### src/rtl/mux_scan_sequencer_if.sv
// Signal bundle between the mux scan sequencer, its word source, the 16:1
// mux it drives, and the serial consumer.
interface mux_scan_sequencer_if;
  logic        load_valid;
  logic        load_ready;
  logic [15:0] load_data;
  logic [15:0] di;
  logic [3:0]  si;
  logic        y_in;
  logic        ser_out;
  logic        ser_valid;
  logic        ser_ready;
  logic        busy;
  logic        done;

  // Environment side: word source, mux feedback and serial consumer.
  modport master (
    output load_valid, load_data, y_in, ser_ready,
    input  load_ready, di, si, ser_out, ser_valid, busy, done
  );

  // Sequencer side.
  modport slave (
    input  load_valid, load_data, y_in, ser_ready,
    output load_ready, di, si, ser_out, ser_valid, busy, done
  );
endinterface

### src/rtl/mux_scan_sequencer.sv
// Parallel-in / serial-out converter built around an external 16:1 mux.
// A loaded word is held on the mux data inputs while the select sweeps all
// sixteen positions; after each select change the mux output is sampled
// once it has settled and offered on a serial valid/ready stream.
//
// state  | meaning
// -------+---------------------------------------------------------------
// IDLE   | waiting for a word; load_ready high
// SETTLE | select just changed, counting HOLD_CYCLES before sampling y_in
// OUT    | sampled bit presented on ser_out, waiting for ser_ready
module mux_scan_sequencer #(
  parameter int HOLD_CYCLES = 1,   // legal 1..15
  parameter bit MSB_FIRST   = 1'b0
) (
  input  logic                 clk,
  input  logic                 rst,
  mux_scan_sequencer_if.slave  bus_if
);

  typedef enum logic [1:0] {
    IDLE   = 2'd0,
    SETTLE = 2'd1,
    OUT    = 2'd2
  } state_t;

  localparam logic [3:0] SI_FIRST = MSB_FIRST ? 4'd15 : 4'd0;
  localparam logic [3:0] SI_LAST  = MSB_FIRST ? 4'd0  : 4'd15;
  localparam logic [3:0] CNT_LAST = 4'(HOLD_CYCLES - 1);

  state_t      state_q;
  logic [15:0] di_q;
  logic [3:0]  si_q;
  logic [3:0]  cnt_q;
  logic        ser_out_q;
  logic        ser_valid_q;
  logic        done_q;
  logic        load_ready_w;

  assign load_ready_w = (state_q == IDLE);

  // Sequencing FSM: load, settle, sample, hand off, step the select.
  always_ff @(posedge clk or posedge rst) begin
    if (rst) begin
      state_q     <= IDLE;
      di_q        <= 16'h0000;
      si_q        <= 4'd0;
      cnt_q       <= 4'd0;
      ser_out_q   <= 1'b0;
      ser_valid_q <= 1'b0;
      done_q      <= 1'b0;
    end else begin
      done_q <= 1'b0;
      unique case (state_q)
        IDLE: begin
          if (bus_if.load_valid && load_ready_w) begin
            di_q    <= bus_if.load_data;
            si_q    <= SI_FIRST;
            cnt_q   <= 4'd0;
            state_q <= SETTLE;
          end
        end
        SETTLE: begin
          if (cnt_q == CNT_LAST) begin
            ser_out_q   <= bus_if.y_in;
            ser_valid_q <= 1'b1;
            cnt_q       <= 4'd0;
            state_q     <= OUT;
          end else begin
            cnt_q <= cnt_q + 4'd1;
          end
        end
        OUT: begin
          if (bus_if.ser_ready) begin
            ser_valid_q <= 1'b0;
            if (si_q == SI_LAST) begin
              // Sweep ends here; si and di keep their final values.
              done_q  <= 1'b1;
              state_q <= IDLE;
            end else begin
              si_q    <= MSB_FIRST ? (si_q - 4'd1) : (si_q + 4'd1);
              state_q <= SETTLE;
            end
          end
        end
        default: state_q <= IDLE;
      endcase
    end
  end

  assign bus_if.load_ready = load_ready_w;
  assign bus_if.busy       = (state_q != IDLE);
  assign bus_if.di         = di_q;
  assign bus_if.si         = si_q;
  assign bus_if.ser_out    = ser_out_q;
  assign bus_if.ser_valid  = ser_valid_q;
  assign bus_if.done       = done_q;

endmodule

### src/flat_wrapper.sv
// flat-port wrapper written by rule: the top's interface ports become plain ports
module mux_scan_sequencer_flat 
#(
  parameter int HOLD_CYCLES = 1,                 
  parameter bit MSB_FIRST   = 1'b0
)
  (clk, rst, bus_if_load_valid, bus_if_load_data, bus_if_y_in, bus_if_ser_ready, bus_if_load_ready, bus_if_di, bus_if_si, bus_if_ser_out, bus_if_ser_valid, bus_if_busy, bus_if_done);
  mux_scan_sequencer_if bus_if_i ();
  input  logic clk;
  input  logic rst;
  input wire logic [$bits(bus_if_i.load_valid)-1:0] bus_if_load_valid;
  input wire logic [$bits(bus_if_i.load_data)-1:0] bus_if_load_data;
  input wire logic [$bits(bus_if_i.y_in)-1:0] bus_if_y_in;
  input wire logic [$bits(bus_if_i.ser_ready)-1:0] bus_if_ser_ready;
  output wire logic [$bits(bus_if_i.load_ready)-1:0] bus_if_load_ready;
  output wire logic [$bits(bus_if_i.di)-1:0] bus_if_di;
  output wire logic [$bits(bus_if_i.si)-1:0] bus_if_si;
  output wire logic [$bits(bus_if_i.ser_out)-1:0] bus_if_ser_out;
  output wire logic [$bits(bus_if_i.ser_valid)-1:0] bus_if_ser_valid;
  output wire logic [$bits(bus_if_i.busy)-1:0] bus_if_busy;
  output wire logic [$bits(bus_if_i.done)-1:0] bus_if_done;
  assign bus_if_i.load_valid = bus_if_load_valid;
  assign bus_if_i.load_data = bus_if_load_data;
  assign bus_if_i.y_in = bus_if_y_in;
  assign bus_if_i.ser_ready = bus_if_ser_ready;
  assign bus_if_load_ready = bus_if_i.load_ready;
  assign bus_if_di = bus_if_i.di;
  assign bus_if_si = bus_if_i.si;
  assign bus_if_ser_out = bus_if_i.ser_out;
  assign bus_if_ser_valid = bus_if_i.ser_valid;
  assign bus_if_busy = bus_if_i.busy;
  assign bus_if_done = bus_if_i.done;
  mux_scan_sequencer #(.HOLD_CYCLES(HOLD_CYCLES), .MSB_FIRST(MSB_FIRST)) u_core (.clk(clk), .rst(rst), .bus_if(bus_if_i));
endmodule
### config.mk
export PLATFORM = sky130hd
export DESIGN_NAME = mux_scan_sequencer_flat
export DESIGN_NICKNAME = d
export VERILOG_FILES = /design/src/rtl/mux_scan_sequencer_if.sv /design/src/rtl/mux_scan_sequencer.sv /design/src/flat_wrapper.sv
export SDC_FILE = /design/constraint.sdc
export NUM_CORES = 1
export LEC_CHECK = 0
export ABC_AREA = 1
export BUFFER_PORTS_ARGS = -buffer_cell sky130_fd_sc_hd__buf_2
export CAP_MARGIN = 40
export CORE_MARGIN = 1.5
export CORE_UTILIZATION = 49
export CTS_CLUSTER_SIZE = 10
export DETAILED_ROUTE_END_ITERATION = 12
export GPL_TIMING_DRIVEN = 0
export PLACE_DENSITY = 0.84
export SETUP_SLACK_MARGIN = 0.4
export SYNTH_ARGS = -nofsm -noshare
export SYNTH_HDL_FRONTEND = slang
export SYNTH_SLANG_ARGS = --single-unit
### constraint.sdc
create_clock -name clk -period 1.5 [get_ports clk]
set_input_delay 0.3 -clock clk [delete_from_list [all_inputs] [get_ports clk]]
set_output_delay 0.3 -clock clk [all_outputs]
set_load 0.02 [all_outputs]
# [After elaboration in Yosys (flattened, before gate mapping)]
# Cells that the tools add are included.
[word_totals] word_cells=46 output_inout_bits=25 regBits=29 input_bits=21
[classes] addsub=2 reduce_logical=13 muxes=17 n_eq_ne=7
[op_table] cell="2-to-1 mux 4 bit" n=4
[op_table] cell="case mux 4 bit (2 select lines)" n=2
[op_table] cell="adder 4 x 1 -> 4 bit (second input constant)" n=2
[op_table] cell="nonzero test 2 bit" n=4
[op_table] cell="2-to-1 mux 1 bit" n=6
[op_table] cell="2-to-1 mux 2 bit" n=3
[op_table] cell="!= test 2 bit (second input constant)" n=3
[op_table] cell="case mux 2 bit (3 select lines)" n=1
[op_table] cell="AND reduction 2 bit" n=3
[op_table] cell="AND reduction 3 bit" n=2
[op_table] cell="equality test 4 bit (second input constant)" n=1
[op_table] cell="logical NOT 4 bit" n=1
[op_table] cell="AND reduction 4 bit" n=1
[op_table] cell="equality test 2 x 1 -> 1 bit (second input constant)" n=1
[op_table] cell="equality test 2 bit (second input constant)" n=1
[op_table] cell="logical NOT 2 bit" n=1
[op_table] cell="!= test 2 x 1 -> 1 bit (second input constant)" n=1
[op_table] cell="case mux 1 bit (2 select lines)" n=1
[op_table] cell="logical AND 1 bit" n=1

# [Depth between registers and ports, before layout]
# Gate-level depths: netlist (run 1).
[logic_depth] ltp_word=4 mapped_depth=7 mapped_depth_nobuf=6

# [Least setup slack after synthesis (run 1)]
# OpenSTA, ideal clock, no wires.
[synth_timing] kind="register -> output" start="register u_core.state_q[1]" end="output port bus_if_busy" n_path_buf=2 setup_slack_ps=112 required_time_ps=1200 stages_incl_launch_ff=5 t_arrival_ps=1088 cell_sequence="dfrtp_1 -> nor2_2 -> buf_6 -> buf_2 -> inv_1"
[synth_via] elab_chain_cells=1
[synth_lines] item="from (decl)" line="mux_scan_sequencer.sv:30" text="state_t state_q;"
[synth_lines] item="from (signal assigned)" line="mux_scan_sequencer.sv:44" text="state_q <= IDLE;"
[synth_lines] item="from (signal assigned)" line="mux_scan_sequencer.sv:59" text="state_q <= SETTLE;"
[synth_lines] item="from (signal assigned)" line="mux_scan_sequencer.sv:67" text="state_q <= OUT;"
[synth_lines] item="nonzero test 2 bit" line="mux_scan_sequencer.sv:91" text="assign bus_if.busy = (state_q != IDLE);"
[synth_lines] item="to (decl)" line="flat_wrapper.sv:20" text="output wire logic [$bits(bus_if_i.busy)-1:0] bus_if_busy;"
# Every way passes these cells.

# [Worst setup path in the final report (run 1)]
[layout_timing] start="register u_core.state_q[0]" end="output port bus_if_busy"
# The elaborated chain is that of the path after synthesis.

==> results.cfg, run 1 <==
[grt]
grt_pass1_wl_um = 5820
grt-ovfl-total = 0
track_usage_pct = 27.9
grt_max_degree = 18
antenna_found_initial = 0
grt_pass1_vias = 1336

[critical_path]
worstSetupStartpointType = register
startpoint = u_core.state_q[0]
path_class = reg2out
reg2reg_from = u_core.state_q[0]
cp_max_fo = 4
endpoint_kind = output port
cp.arrival_ns = 1.22
required_ns = 1.20
r2r_slack_ns = 0.21

[clocking]
clock_sinks = 29
ctsHtreeMaxLevel = 2
cts_buffers = 5
clk_latency_ns = 0.35
cts_buffer_depth = 2
clk_pin_slew_ns = 0.11
cts_root_buf = clkbuf_4
cts_tree = done

[timing]
period_minus_slack_ns = 1.52
fin_skew_ns = 0.0194
rsz0062_at_grt = yes
tightestPinTransition_ns = 0.627
slew_violations = 0
setup_viol = 2
setup_tns_ns = -0.0221
finalHoldViolations = 0
max_freq_mhz = 659
slew_headroom_pct = 58.2
fin_ws_ns = -0.0169
fin_crit_sh_pct = 101

[die]
die-area_mm2 = 0.00304
initial_core_util_pct = 52.8
boundaryPins = 46
die_w_um = 55.1
die_y_um = 55.1
core-area_mm2 = 0.00252
core.rowCount = 18

[logic_synthesis]
seq_area_frac_synth_pct = 54.5
synthAdderAreaFrac_pct = 2.82
synth_enable_flop_cells = 0
syn_nets = 179
synth_cells = 155
synth_top_family_by_area = simple AND/OR/NAND/NOR gates
yosysTopAreaCell = dfrtp_1
synthFlopType = dfrtp_1
syn_area_mm2 = 0.00133
yosys-mux-area-fraction_pct = 0
synth_top_area_share_pct = 54.5
synth_most_common_cell = nand2_1
synth-compound-area-share_pct = 3.38
yosysWarnings = 0
synthXorXnorAreaFrac_pct = 1.32
ys_ff_latch = 29
synth_cell_types = 21
synth_commonest_cells = 54 x nand2_1, 29 x dfrtp_1, 23 x nand3_1
synth_area_per_cell_um2 = 8.59
synth_area_leaders = dfrtp_1 55%, nand2_1 15%, nand3_1 8.6%, inv_1 4.2%, ha_1 2.8%
synthArstFlopShare_pct = 100
yosys.area_share.simple_pct = 31.3

[run_status]
violations = setup timing
status = complete, but fails checks

[drt]
via_count = 1506
antenna_left = 0
avgViaCountPerCell = 5.56
drt_iter0_drc = 62
routed_wirelength_um = 4990
drt_drc_violations_left = 0
avgRoutedWirePerCell_um = 18.4
dr.pass1.iters = 4

[power]
total_power_w = 0.00486
power_density_mw_per_mm2 = 2160
leakagePower_nw = 1.20
ir_drop_uv = 1710

[layout]
instances_no_fill = 271
nets = 264
insertedDiodeCount = 0
fillers = 96
final_layout_size_suffix_gt1_share_pct = 48.5
synthToLayoutAreaGrowth_pct = 68.9

[placement]
gp_congestion = 0.828
io_buffers = 44
dpl.cell_count = 230
dpl.hpwl_um = 2300

[hold_path]
hp-class = in2async

[run]
drv_cap = 0
metrics by stage:
step	hold slack [ns]	worst slack (ns)	utilization, %	area (um2)
finish	0.0108	-0.0169	89.1	2250
global route	0.0571	-0.0452	89.1	2250
CTS	0.0365	-0.00782	79.5	2010
detailed placement	0.391	0.162	65.1	1640
global placement	0.448	0.165	64.0	1620
floorplan	0.378	0.297	-	1360
critical path, stage by stage, from the launching register on:
cell	delay, ns
dfrtp_1	0.42
nor2_4	0.12
buf_6	0.11
buf_8	0.10
inv_4	0.03
buf_6	0.11
placed cells by master, fill, tap and decap left out, types with 2 or more instances in the layout:
cell,n
nand4_1,3
nand2_1,51
clkbuf_4,5
buf_6,29
ha_1,2
o21ai_1,6
a21oi_4,2
nor2_1,4
buf_8,2
nand3_2,8
clkbuf_1,3
inv_4,2
inv_1,12
nor2_4,4
dfrtp_1,26
buf_2,20
buf_4,30
nand2_2,3
dfrtp_2,3
nand3_1,15
layer usage:
metal	global-route usage, %	wire [um]	vias to the layer above
li1	-	-	666
met3	7.53	433	20
met1	29.4	1980	732
met2	52.4	2420	88
met4	10.6	157	0
met5	0	0	-
cell families (layout without fill, tap and decap cells):
logic type	Yosys count	after routing
AND/OR/NAND/NOR	92	92
XOR/XNOR	2	2
AO/OA/AOI/OAI	9	9
buffers and inverters	20	106
flip-flops	29	29
adder cells (fa/ha/maj)	3	3
power by group:
group / switching [W] / leakage [nW] / internal [W]
clock: 0.000289 / 0.0326 / 0.000231
sequential: 0.000280 / 0.365 / 0.00108
combinational: 0.00150 / 0.804 / 0.00148
total: 0.00207 / 1.20 / 0.00279
repair_timing:
action,4_1_cts,5_1_grt
gates resized for setup,53,37
hold buffers,0,0
pin swaps,3,19
buffers inserted,19,14
hold endpoints to repair,0,0
endpoints found under the setup margin,42,49
final cells by class:
| class | instances | area [um2] | area share, % |
|---|---|---|---|
| buffer | 5 | 42.5 | 1.89 |
| clock buffer | 8 | 58.8 | 2.62 |
| inverter | 15 | 61.3 | 2.73 |
| multi-input combinational | 106 | 648 | 28.8 |
| sequential | 29 | 729 | 32.4 |
| tap | 30 | 37.5 | 1.67 |
| timing repair buffer | 78 | 671 | 29.8 |
path summary, 6_finish.rpt:
check,cells after the start,to
worst max-delay path,5,bus_if_busy
worst min-delay path,2,u_core.bus_if.di[10]
worst max register to register,9,u_core.bus_if.si[2]
worst min register to register,2,u_core.bus_if.ser_valid
max in group asynchronous,3,u_core.bus_if.di[15]
min in group clk,2,u_core.state_q[1]
registers in the layout, summed over array words and instances, names as in the netlist:
name,cells
u_core.bus_if.ser_valid,1
u_core.bus_if.done,1
u_core.state_q,2
u_core.cnt_q,4
u_core.bus_if.si,4
u_core.bus_if.ser_out,1
u_core.bus_if.di,16
No activity file was read; power rests on OpenSTA's default activity.
==> run 2: changes to the inputs <==
--- a/config.mk
+++ b/config.mk
@@ -13,7 +13,7 @@
 export CTS_CLUSTER_SIZE = 10
 export DETAILED_ROUTE_END_ITERATION = 12
 export GPL_TIMING_DRIVEN = 0
-export PLACE_DENSITY = 0.84
+export PLACE_DENSITY = 0.78
 export SETUP_SLACK_MARGIN = 0.4
 export SYNTH_ARGS = -nofsm -noshare
 export SYNTH_HDL_FRONTEND = slang
==> run 2 against run 1 <==
The flow still finishes with violations (setup timing). Worst setup slack got worse by 0.044 ns. Clock skew increased by 0.00094 ns. Power decreased by 7.1%. Maximum frequency decreased by 2.8%. Register-to-register slack got worse by 0.08 ns. Sequential cell count unchanged. Count of clock-buffer cells in the layout decreased by 2. Sequential share of layout area increased by 1.6 points. Critical path depth unchanged. Non-clock buffer count decreased by 6. Via count decreased by 6.0%. Worst hold slack improved by 0.14 ns. Largest cell class unchanged.
==> results.cfg, run 2 (synthesis gave the netlist of run 1 again) <==
[layout]
layout_common_cells = 50 x nand2_1, 29 x buf_6, 25 x dfrtp_1, 24 x buf_4, 23 x nand3_1
final_common_cell = nand2_1
multiInputGateArea_um2 = 602
final_layout_size_suffix_gt1_share_pct = 44.7
fillers = 116
regArea_um2 = 731
final_area_mm2 = 0.00214
insertedDiodeCount = 0
nets = 258
largest_reg_flops = 16
instances_no_fill = 265
synthToLayoutAreaGrowth_pct = 61.0

[clocking]
cts_root_buf = clkbuf_4
cts_buffers = 5
cts_buffer_depth = 2
cts_tree = done
clk_pin_slew_ns = 0.08
ctsHtreeMaxLevel = 2
clock_sinks = 29
clk_latency_ns = 0.34

[critical_path]
cp_max_fo = 3
path_class = reg2out
required_ns = 1.20
cp.arrival_ns = 1.26
worstSetupStartpointType = register
startpoint = u_core.state_q[0]
reg2reg_from = u_core.state_q[0]
endpoint_kind = output port

[grt]
antenna_found_initial = 0
grt_pass1_wl_um = 5290
grt-ovfl-total = 0
track_usage_pct = 26.2
grt_pass1_vias = 1279
grt_max_degree = 22

[timing]
slew_headroom_pct = 70.1
tightestPinTransition_ns = 0.448
rsz0062_at_grt = yes
finalHoldViolations = 0
period_minus_slack_ns = 1.56
fin_skew_ns = 0.0203
slew_violations = 0
fin_crit_sh_pct = 104
setup_viol = 2
max_freq_mhz = 641
fin_ws_ns = -0.0611

[placement]
dpl_cell_area_mm2 = 0.00164
dpl.hpwl_um = 2170
dpl.cell_count = 230
io_buffers = 44
gp_congestion = 0.728

[drt]
dr.pass1.iters = 5
avgViaCountPerCell = 5.34
drt_drc_violations_left = 0
via_count = 1415
avgRoutedWirePerCell_um = 16.1
drt_iter0_drc = 46
antenna_left = 0
routed_wirelength_um = 4270

[power]
power.share.switching_pct = 42.5
pwr-share-clk_pct = 10.1
combPwrFrac_pct = 60.1
p_sw_w = 0.00192
power_density_mw_per_mm2 = 2110
p_int_w = 0.00259
power_frac_seq_pct = 29.7
leakagePower_nw = 1.16
ir_drop_uv = 1740

[hold_path]
hp-class = in2reg
min_from = bus_if_ser_ready

[run_status]
status = complete, but fails checks
violations = setup timing

[die]
core-area_mm2 = 0.00252
die_y_um = 55.1
initial_core_util_pct = 52.8
die-area_mm2 = 0.00304
core.rowCount = 18
die_w_um = 55.1
boundaryPins = 46

[run]
drv_cap = 0
[run 2: changes by cell type in the layout (fill, tap and decap cells not counted), sizes merged]
cell and delta:
buf -7, clkinv +2, clkbuf -2, dlygate4sd3 +1
[run 2: cell type report]
cell class	instances	share of cell area, %
clock inverters	2	0.467
inverters	15	2.74
well taps	30	1.75
flip-flops and latches	29	34.1
clock buffers	6	1.93
repair buffers	72	28.8
multi-input cells	106	28.1
plain buffers	5	2.16
[run 2: per-layer routing]
layer,vias up,track usage [%],share of wire [%]
met4,0,14.2,1.6
met3,8,5.91,5.7
li1,652,-,-
met5,-,0,0
met1,690,25.9,38
met2,65,50.0,55
[run 2: worst paths after layout]
kind	to	slack (ns)	cells past startpoint
worst max-delay path	bus_if_busy	-0.06	5
worst min-delay path	u_core.state_q[1]	0.15	2
worst max register to register	u_core.bus_if.si[0]	0.13	8
worst min register to register	u_core.bus_if.di[7]	0.51	2
max in group asynchronous	u_core.bus_if.di[5]	0.54	4
min in group asynchronous	u_core.bus_if.si[3]	0.50	3
[run 2: power groups by stage]
| stage | registers (W) | clock network (W) | logic (W) |
|---|---|---|---|
| 2_1_floorplan | 0.00159 | 0 | 0.000787 |
| 3_3_place_gp | 0.00127 | 0 | 0.00152 |
| 3_5_place_dp | 0.00129 | 0 | 0.00158 |
| 4_1_cts | 0.00131 | 0.000455 | 0.00232 |
| 5_1_grt | 0.00137 | 0.000497 | 0.00289 |
| 6_report | 0.00134 | 0.000457 | 0.00271 |
[run 2: metrics by stage]
stage	hold slack [ns]	worst slack [ns]	utilization, %	total power (W)	setup TNS (ns)
2_1_floorplan	0.378	0.297	-	0.00238	0
3_3_place_gp	0.450	0.153	64.0	0.00279	0
3_5_place_dp	0.311	0.159	65.1	0.00287	0
4_1_cts	0.142	-0.0232	80.4	0.00409	-0.0301
5_1_grt	0.144	-0.121	85.0	0.00476	-0.221
6_report	0.151	-0.0611	85.0	0.00451	-0.105
[run 2: worst max-delay path, stage by stage, from the launching register on]
cell and delay [ns]:
dfrtp_1 0.43, nor2_4 0.15, buf_6 0.11, buf_8 0.09, inv_2 0.03, buf_6 0.12
[run 2: what timing repair did]
item / 4_1_cts / 5_1_grt
setup buffers: 15 / 10
hold endpoints to repair: 8 / 0
gates cloned: 1 / 0
resized for setup: 70 / 10
endpoints found under the setup margin: 43 / 54
pin swaps: 5 / 5
hold buffers: 1 / 0
